[config.mk]
export PLATFORM = sky130hd
export DESIGN_NAME = imem_stream_loader
export DESIGN_NICKNAME = d
export VERILOG_FILES = /design/src/rtl/imem_stream_loader.sv
export SDC_FILE = /design/constraint.sdc
export NUM_CORES = 1
export LEC_CHECK = 0
export BUFFER_PORTS_ARGS = -buffer_cell sky130_fd_sc_hd__buf_2
export CAP_MARGIN = 20
export CORE_UTILIZATION = 25
export DETAILED_ROUTE_END_ITERATION = 10
export PLACE_DENSITY = 0.37
export SYNTH_ARGS = -nofsm -noshare
export SYNTH_HDL_FRONTEND = slang
export SYNTH_SLANG_ARGS = --single-unit
[constraint.sdc]
create_clock -name clk -period 6.35 [get_ports clk]
set_clock_uncertainty 0.1 [all_clocks]
set_input_delay 1.27 -clock clk [delete_from_list [all_inputs] [get_ports clk]]
set_output_delay 1.27 -clock clk [all_outputs]
set_load 0.005 [all_outputs]
[src/rtl/imem_stream_loader.sv]
// Length-prefixed little-endian byte stream to 32-bit imem word writer; holds the core in reset until loaded.
// Optional trailing XOR checksum byte when IMEM_LOADER_CHECKSUM_EN is defined.
module imem_stream_loader #(
  parameter int ADDR_W    = 8,
  parameter int DEPTH     = 256,
  parameter int BASE_ADDR = 0
) (
  input  logic              clk,
  input  logic              rst,
  input  logic              reload,
  input  logic              in_valid,
  input  logic [7:0]        in_data,
  output logic              in_ready,
  output logic              mem_we,
  output logic [ADDR_W-1:0] mem_addr,
  output logic [31:0]       mem_wdata,
  output logic              core_rst,
  output logic              done,
  output logic              error
);

  typedef enum logic [2:0] {HDR_LO, HDR_HI, DATA, CSUM, DONE, ERR} state_t;

  localparam logic [16:0]       DEPTH_L = 17'(DEPTH);
  localparam logic [ADDR_W-1:0] BASE_L  = ADDR_W'(BASE_ADDR);
`ifdef IMEM_LOADER_CHECKSUM_EN
  localparam state_t TAIL = CSUM;
`else
  localparam state_t TAIL = DONE;
`endif

  state_t      state, nxt;
  logic [15:0] count, word_idx;
  logic [1:0]  byte_idx;
  logic [23:0] word_lo;
  logic [15:0] hdr;
  logic        xfer, last_word;
`ifdef IMEM_LOADER_CHECKSUM_EN
  logic [7:0]  csum;
`endif

  // reload wins over a byte offered in the same cycle
  assign xfer      = in_valid && in_ready && !reload;
  assign hdr       = {in_data, count[7:0]};
  assign last_word = (word_idx == count - 16'd1);

  always_comb begin
    nxt = state;
    if (reload) begin
      nxt = HDR_LO;
    end else if (xfer) begin
      case (state)
        HDR_LO: nxt = HDR_HI;
        HDR_HI: begin
          if ({1'b0, hdr} > DEPTH_L) nxt = ERR;
          else if (hdr == 16'd0)     nxt = TAIL;
          else                       nxt = DATA;
        end
        DATA: if (byte_idx == 2'd3 && last_word) nxt = TAIL;
`ifdef IMEM_LOADER_CHECKSUM_EN
        CSUM: nxt = (in_data == csum) ? DONE : ERR;
`endif
        default: nxt = state;
      endcase
    end
  end

  // Outputs are registered from the next state so they track state exactly
  always_ff @(posedge clk or negedge rst) begin
    if (!rst) begin
      state     <= HDR_LO;
      in_ready  <= 1'b0;
      mem_we    <= 1'b0;
      mem_addr  <= BASE_L;
      mem_wdata <= 32'd0;
      core_rst  <= 1'b1;
      done      <= 1'b0;
      error     <= 1'b0;
      count     <= 16'd0;
      word_idx  <= 16'd0;
      byte_idx  <= 2'd0;
      word_lo   <= 24'd0;
`ifdef IMEM_LOADER_CHECKSUM_EN
      csum      <= 8'd0;
`endif
    end else begin
      state    <= nxt;
      in_ready <= (nxt != DONE) && (nxt != ERR);
      core_rst <= (nxt != DONE);
      done     <= (nxt == DONE);
      error    <= (nxt == ERR);
      mem_we   <= 1'b0;
      if (reload) begin
        count    <= 16'd0;
        word_idx <= 16'd0;
        byte_idx <= 2'd0;
        word_lo  <= 24'd0;
`ifdef IMEM_LOADER_CHECKSUM_EN
        csum     <= 8'd0;
`endif
      end else if (xfer) begin
`ifdef IMEM_LOADER_CHECKSUM_EN
        csum <= csum ^ in_data;
`endif
        case (state)
          HDR_LO: count[7:0]  <= in_data;
          HDR_HI: count[15:8] <= in_data;
          DATA: begin
            byte_idx <= byte_idx + 2'd1;
            case (byte_idx)
              2'd0: word_lo[7:0]   <= in_data;
              2'd1: word_lo[15:8]  <= in_data;
              2'd2: word_lo[23:16] <= in_data;
              default: begin
                mem_we    <= 1'b1;
                mem_addr  <= BASE_L + ADDR_W'(word_idx);
                mem_wdata <= {in_data, word_lo};
                word_idx  <= word_idx + 16'd1;
              end
            endcase
          end
          default: ;
        endcase
      end
    end
  end

endmodule
After elaboration in Yosys (flattened, before gate mapping)
Index checks and enable logic that the tools add are counted.
{"block": "classes", "addsub": 3, "magnitude_cmp": 1, "n_eq_ne": 11, "muxes": 27, "n_bitwise": 2, "n_reduce_logical": 24}
{"cell": "2-to-1 mux 16 bit", "n": 6}
{"cell": "2-to-1 mux 24 bit", "n": 3}
{"cell": "2-to-1 mux 8 bit", "n": 5}
{"cell": "adder 16 x 1 -> 16 bit (second input constant)", "n": 1}
{"cell": "equality test 16 bit", "n": 1}
{"cell": "> comparator 16 x 9 -> 1 bit (second input constant)", "n": 1}
{"cell": "zero test 16 bit", "n": 1}
{"cell": "subtractor 16 x 1 -> 16 bit (second input constant)", "n": 1}
{"cell": "2-to-1 mux 3 bit", "n": 5}
{"cell": "nonzero test 2 bit", "n": 7}
{"cell": "AND reduction 3 bit", "n": 4}
{"cell": "one-hot mux 3 bit (3 select lines)", "n": 1}
{"cell": "equality test 3 bit (second input constant)", "n": 2}
{"cell": "2-to-1 mux 2 bit", "n": 3}
{"cell": "inequality test 3 bit (second input constant)", "n": 2}
{"cell": "AND reduction 2 bit", "n": 3}
{"cell": "equality test 2 bit (second input constant)", "n": 2}
{"cell": "logical AND 1 bit", "n": 4}
{"cell": "2-to-1 mux 1 bit", "n": 4}
{"cell": "AND reduction 4 bit", "n": 1}
{"cell": "equality test 3 x 1 -> 1 bit (second input constant)", "n": 1}
{"cell": "equality test 3 x 2 -> 1 bit (second input constant)", "n": 1}
{"cell": "zero test 3 bit", "n": 1}
{"cell": "OR reduction 3 bit", "n": 1}
{"cell": "6 further kinds", "n": 7}
{"block": "totals", "reg_bits": 106, "out_inout_bits": 45}

Longest topological paths before layout
{"block": "depth", "word_depth": 9, "ltp_mapped": 13, "mapped_depth_nobuf": 11}

Least setup slack after synthesis
OpenSTA, ideal clock, no wires.
{"block": "synth_path", "path_kind": "input -> register", "from": "in in_valid", "to": "reg mem_wdata[25]", "setup_time_ps": 125, "arrival_ps": 2982, "path_slack_ps": 3143, "path_stages": 6, "n_path_buf": 2, "cell_sequence": "nand3b_1 nor4b_2 nor2b_1 clkbuf_1 clkbuf_1 mux2_2"}
{"block": "synth_between", "elab_chain_len": 3}
{"element": "start, declared", "line_no": "11", "source": "input logic in_valid,"}
{"element": "logical AND 1 bit (2 in series)", "line_no": "43", "source": "assign xfer = in_valid && in_ready && !reload;"}
{"element": "AND reduction 4 bit (no line)"}
{"element": "end signal, assigned", "line_no": "117", "source": "mem_wdata <= {in_data, word_lo};"}
{"element": "end, declared", "line_no": "16", "source": "output logic [31:0] mem_wdata,"}
No other way between the ends.
A chain may end at the register's enable or synchronous reset.

Worst setup path after layout
{"block": "layout_path", "from": "in in_valid", "to": "reg mem_addr[1]"}
{"block": "layout_between", "elab_chain_len": 3}
{"element": "logical AND 1 bit (2 in series)", "line_no": "43"}
{"element": "AND reduction 4 bit (no line)"}
{"element": "end signal, assigned", "line_no": "116", "source": "mem_addr <= BASE_L + ADDR_W'(word_idx);"}
{"element": "end, declared", "line_no": "15", "source": "output logic [ADDR_W-1:0] mem_addr,"}
No other way between the ends.

==> reports/metrics.cfg <==
[setup_path]
path_max_fanout=26
crit_path_end_kind=flop
endpoint=mem_addr[1]
crit_required_ps=6490
startpoint=in_valid
start_kind=input port
crit_type=input port to flop
r2r_cells=8
crit_arrival_ps=3710
rrSetupSlack_ps=3200
worstReg2RegStart=count[0]
worstReg2RegEnd=error

[detailed_routing]
drc=0
wl_um=12700
drtIter0Drc=167
vias=3611
vias_per_cell=4.59
antenna_left=0
dr.pass1.iters=4
wire_per_inst_um=16.2

[synth]
synth_edf_count=0
ys_types=49
synthFlopType=dfrtp_1
ys.warnings.count=0
syn_inst=473
synth_area_um2=5010
ys_ff_latch=106
synth_area_per_cell_um2=10.6
ys_seq_area_share_pct=53.0
async_flop_share_pct=100
syn-num-nets=491

[floorplan]
rows=51
dieHeight_um=144
io_pins=57
die_area_um2=20600
start_util_pct=25.7
core_um2=19500
die_w_um=144

[clocking]
cts.path.max_buffers=2
cts_num_sinks=106
htreeDepth=3
clkLatencyLatePin_ps=350
cts_tree=built
cts_setup_buffers=0
cts_root_buffer=clkbuf_16
clk_pin_slew_ps=70
post_cts_resized=0
ctsHoldBuffers=0
cts_buffers=9

[run_status]
status=complete, no violations

[timing]
period_share_pct=56.2
rsz0062_at_grt=false
final_hold_viol_count=0
setup_tns_ps=0
setup_slack_ps=2780
finalSetupViolations=0
fmax_mhz=280
slew_headroom_pct=48.2
holdWs_ps=406
fin_crit_ps=3570
finalMaxSlewViolations=0
tightest_slew_ps=775

[grt]
gr-total-overflow=0
grt_usage_pct=13.1
grt_first_pass_wirelength_um=20400
grt_pass1_vias=3609
antenna_found_initial=0
grt_start_max_net_pins=75

[layout]
layout.cells.non_filler=787
diodes=0
drive_gt1_share_pct=25.3
area_delta_synth_final_pct=17.5
filler_cell_count=2064
fin_nets=535
final_common_cell=dfrtp_1
utilization_pct=30.2
layout_common_cells=dfrtp_1, buf_2, nand2_1, nand3_1, mux2_2

[power_and_ir_drop]
irDropWorstVdd_uv=114
leakage_nw=2.71
power.density_nw_per_um2=241

[place]
place_hpwl_um=8340
place_inst=770
port_buffers=56
gp_congestion=0.709
dp_slack_ps=2310

[job]
maxCapViolations=0

[worst_hold_path]
hold_class=flop to flop

-- cell usage after synthesis, types with 2 or more instances --
cell type | number | share of area, %
nor3b_1 | 4 | 0.60
or2_2 | 2 | 0.25
nand3_1 | 40 | 4.0
and3_1 | 2 | 0.25
nand4_1 | 6 | 0.75
or4_4 | 2 | 0.45
o21ai_2 | 2 | 0.35
dfrtp_1 | 105 | 52
or3_1 | 5 | 0.62
nor4_1 | 3 | 0.37
xor2_1 | 15 | 2.6
xnor2_1 | 14 | 2.4
a21o_1 | 2 | 0.30
inv_1 | 12 | 0.90
mux2_2 | 40 | 9.0
mux2i_1 | 15 | 3.0
a21oi_1 | 39 | 3.9
nand2_1 | 48 | 3.6
a2111oi_0 | 3 | 0.52
nor3_1 | 7 | 0.70
nor4b_1 | 2 | 0.35
ha_1 | 6 | 1.5
nor2_1 | 37 | 2.8
nor2b_1 | 2 | 0.25
o21ai_0 | 6 | 0.60
a211oi_1 | 3 | 0.45
buf_1 | 4 | 0.30
nand2b_1 | 3 | 0.37
clkbuf_1 | 24 | 1.8
-- worst max-delay path: stages --
cell and delay, ps:
buf_2 90, nand3b_1 190, nor4b_2 710, nor2b_4 610, buf_4 450, mux2_2 380
-- per-stage QoR --
step | power, mW | instance area (um^2)
finish | 1.42 | 5890
global route | 1.49 | 5890
CTS | 1.44 | 5870
detailed placement | 0.841 | 5560
global placement | 0.839 | 5560
floorplan | 0.793 | 5010
-- routing by layer --
metal,global-route usage (%),wire length [um],vias up
met3,2.43,354,14
li1,-,-,1733
met4,4.20,194,0
met5,0,0,-
met1,17.9,6230,1806
met2,21.0,5960,58
-- registers in the layout, summed over array words and instances (netlist names) --
| register | flops |
|---|---|
| count | 16 |
| core_rst | 1 |
| in_ready | 1 |
| done | 1 |
| error | 1 |
| byte_idx | 2 |
| mem_wdata | 32 |
| mem_addr | 8 |
| mem_we | 1 |
| word_idx | 16 |
| state | 3 |
| word_lo | 24 |
-- cell families (layout without fill, tap and decap cells) --
logic type,after synthesis,in the layout,synth area share (%)
AND/OR/NAND/NOR,172,172,17.7
flip-flops,106,106,53.0
buffers and inverters,41,90,3.22
AO/OA/AOI/OAI,64,64,7.57
XOR/XNOR,29,29,5.07
multiplexers,55,55,12.0
adder cells (fa/ha/maj),6,6,1.50
-- where the power goes --
group | leakage, nW | internal [mW] | total (mW) | switching (mW)
clock network | 0.154 | 0.322 | 0.593 | 0.271
logic | 1.09 | 0.0490 | 0.132 | 0.0829
registers | 1.47 | 0.682 | 0.695 | 0.0132
total | 2.71 | 1.05 | 1.42 | 0.367
-- worst min-delay path by stage --
stage | start | end | slack [ps] | cells after the start
global placement | mem_wdata[11] | mem_wdata[11] | 390 | 1
floorplan | word_lo[21] | mem_wdata[21] | 380 | 1
detailed placement | word_lo[2] | mem_wdata[2] | 390 | 1
CTS | mem_wdata[24] | mem_wdata[24] | 410 | 1
finish | mem_wdata[24] | mem_wdata[24] | 410 | 1
global route | mem_wdata[24] | mem_wdata[24] | 420 | 1
-- layout make-up --
type	instances	area, um^2	share of cell area, %
Clock buffer	10	239	4.06
Tap cell	265	332	5.63
Multi-Input combinational cell	326	2210	37.5
Clock inverter	6	70.1	1.19
Sequential cell	106	2650	45.1
Inverter	12	45.0	0.765
Timing Repair Buffer	62	340	5.78
(Power assumes the default switching activity.)
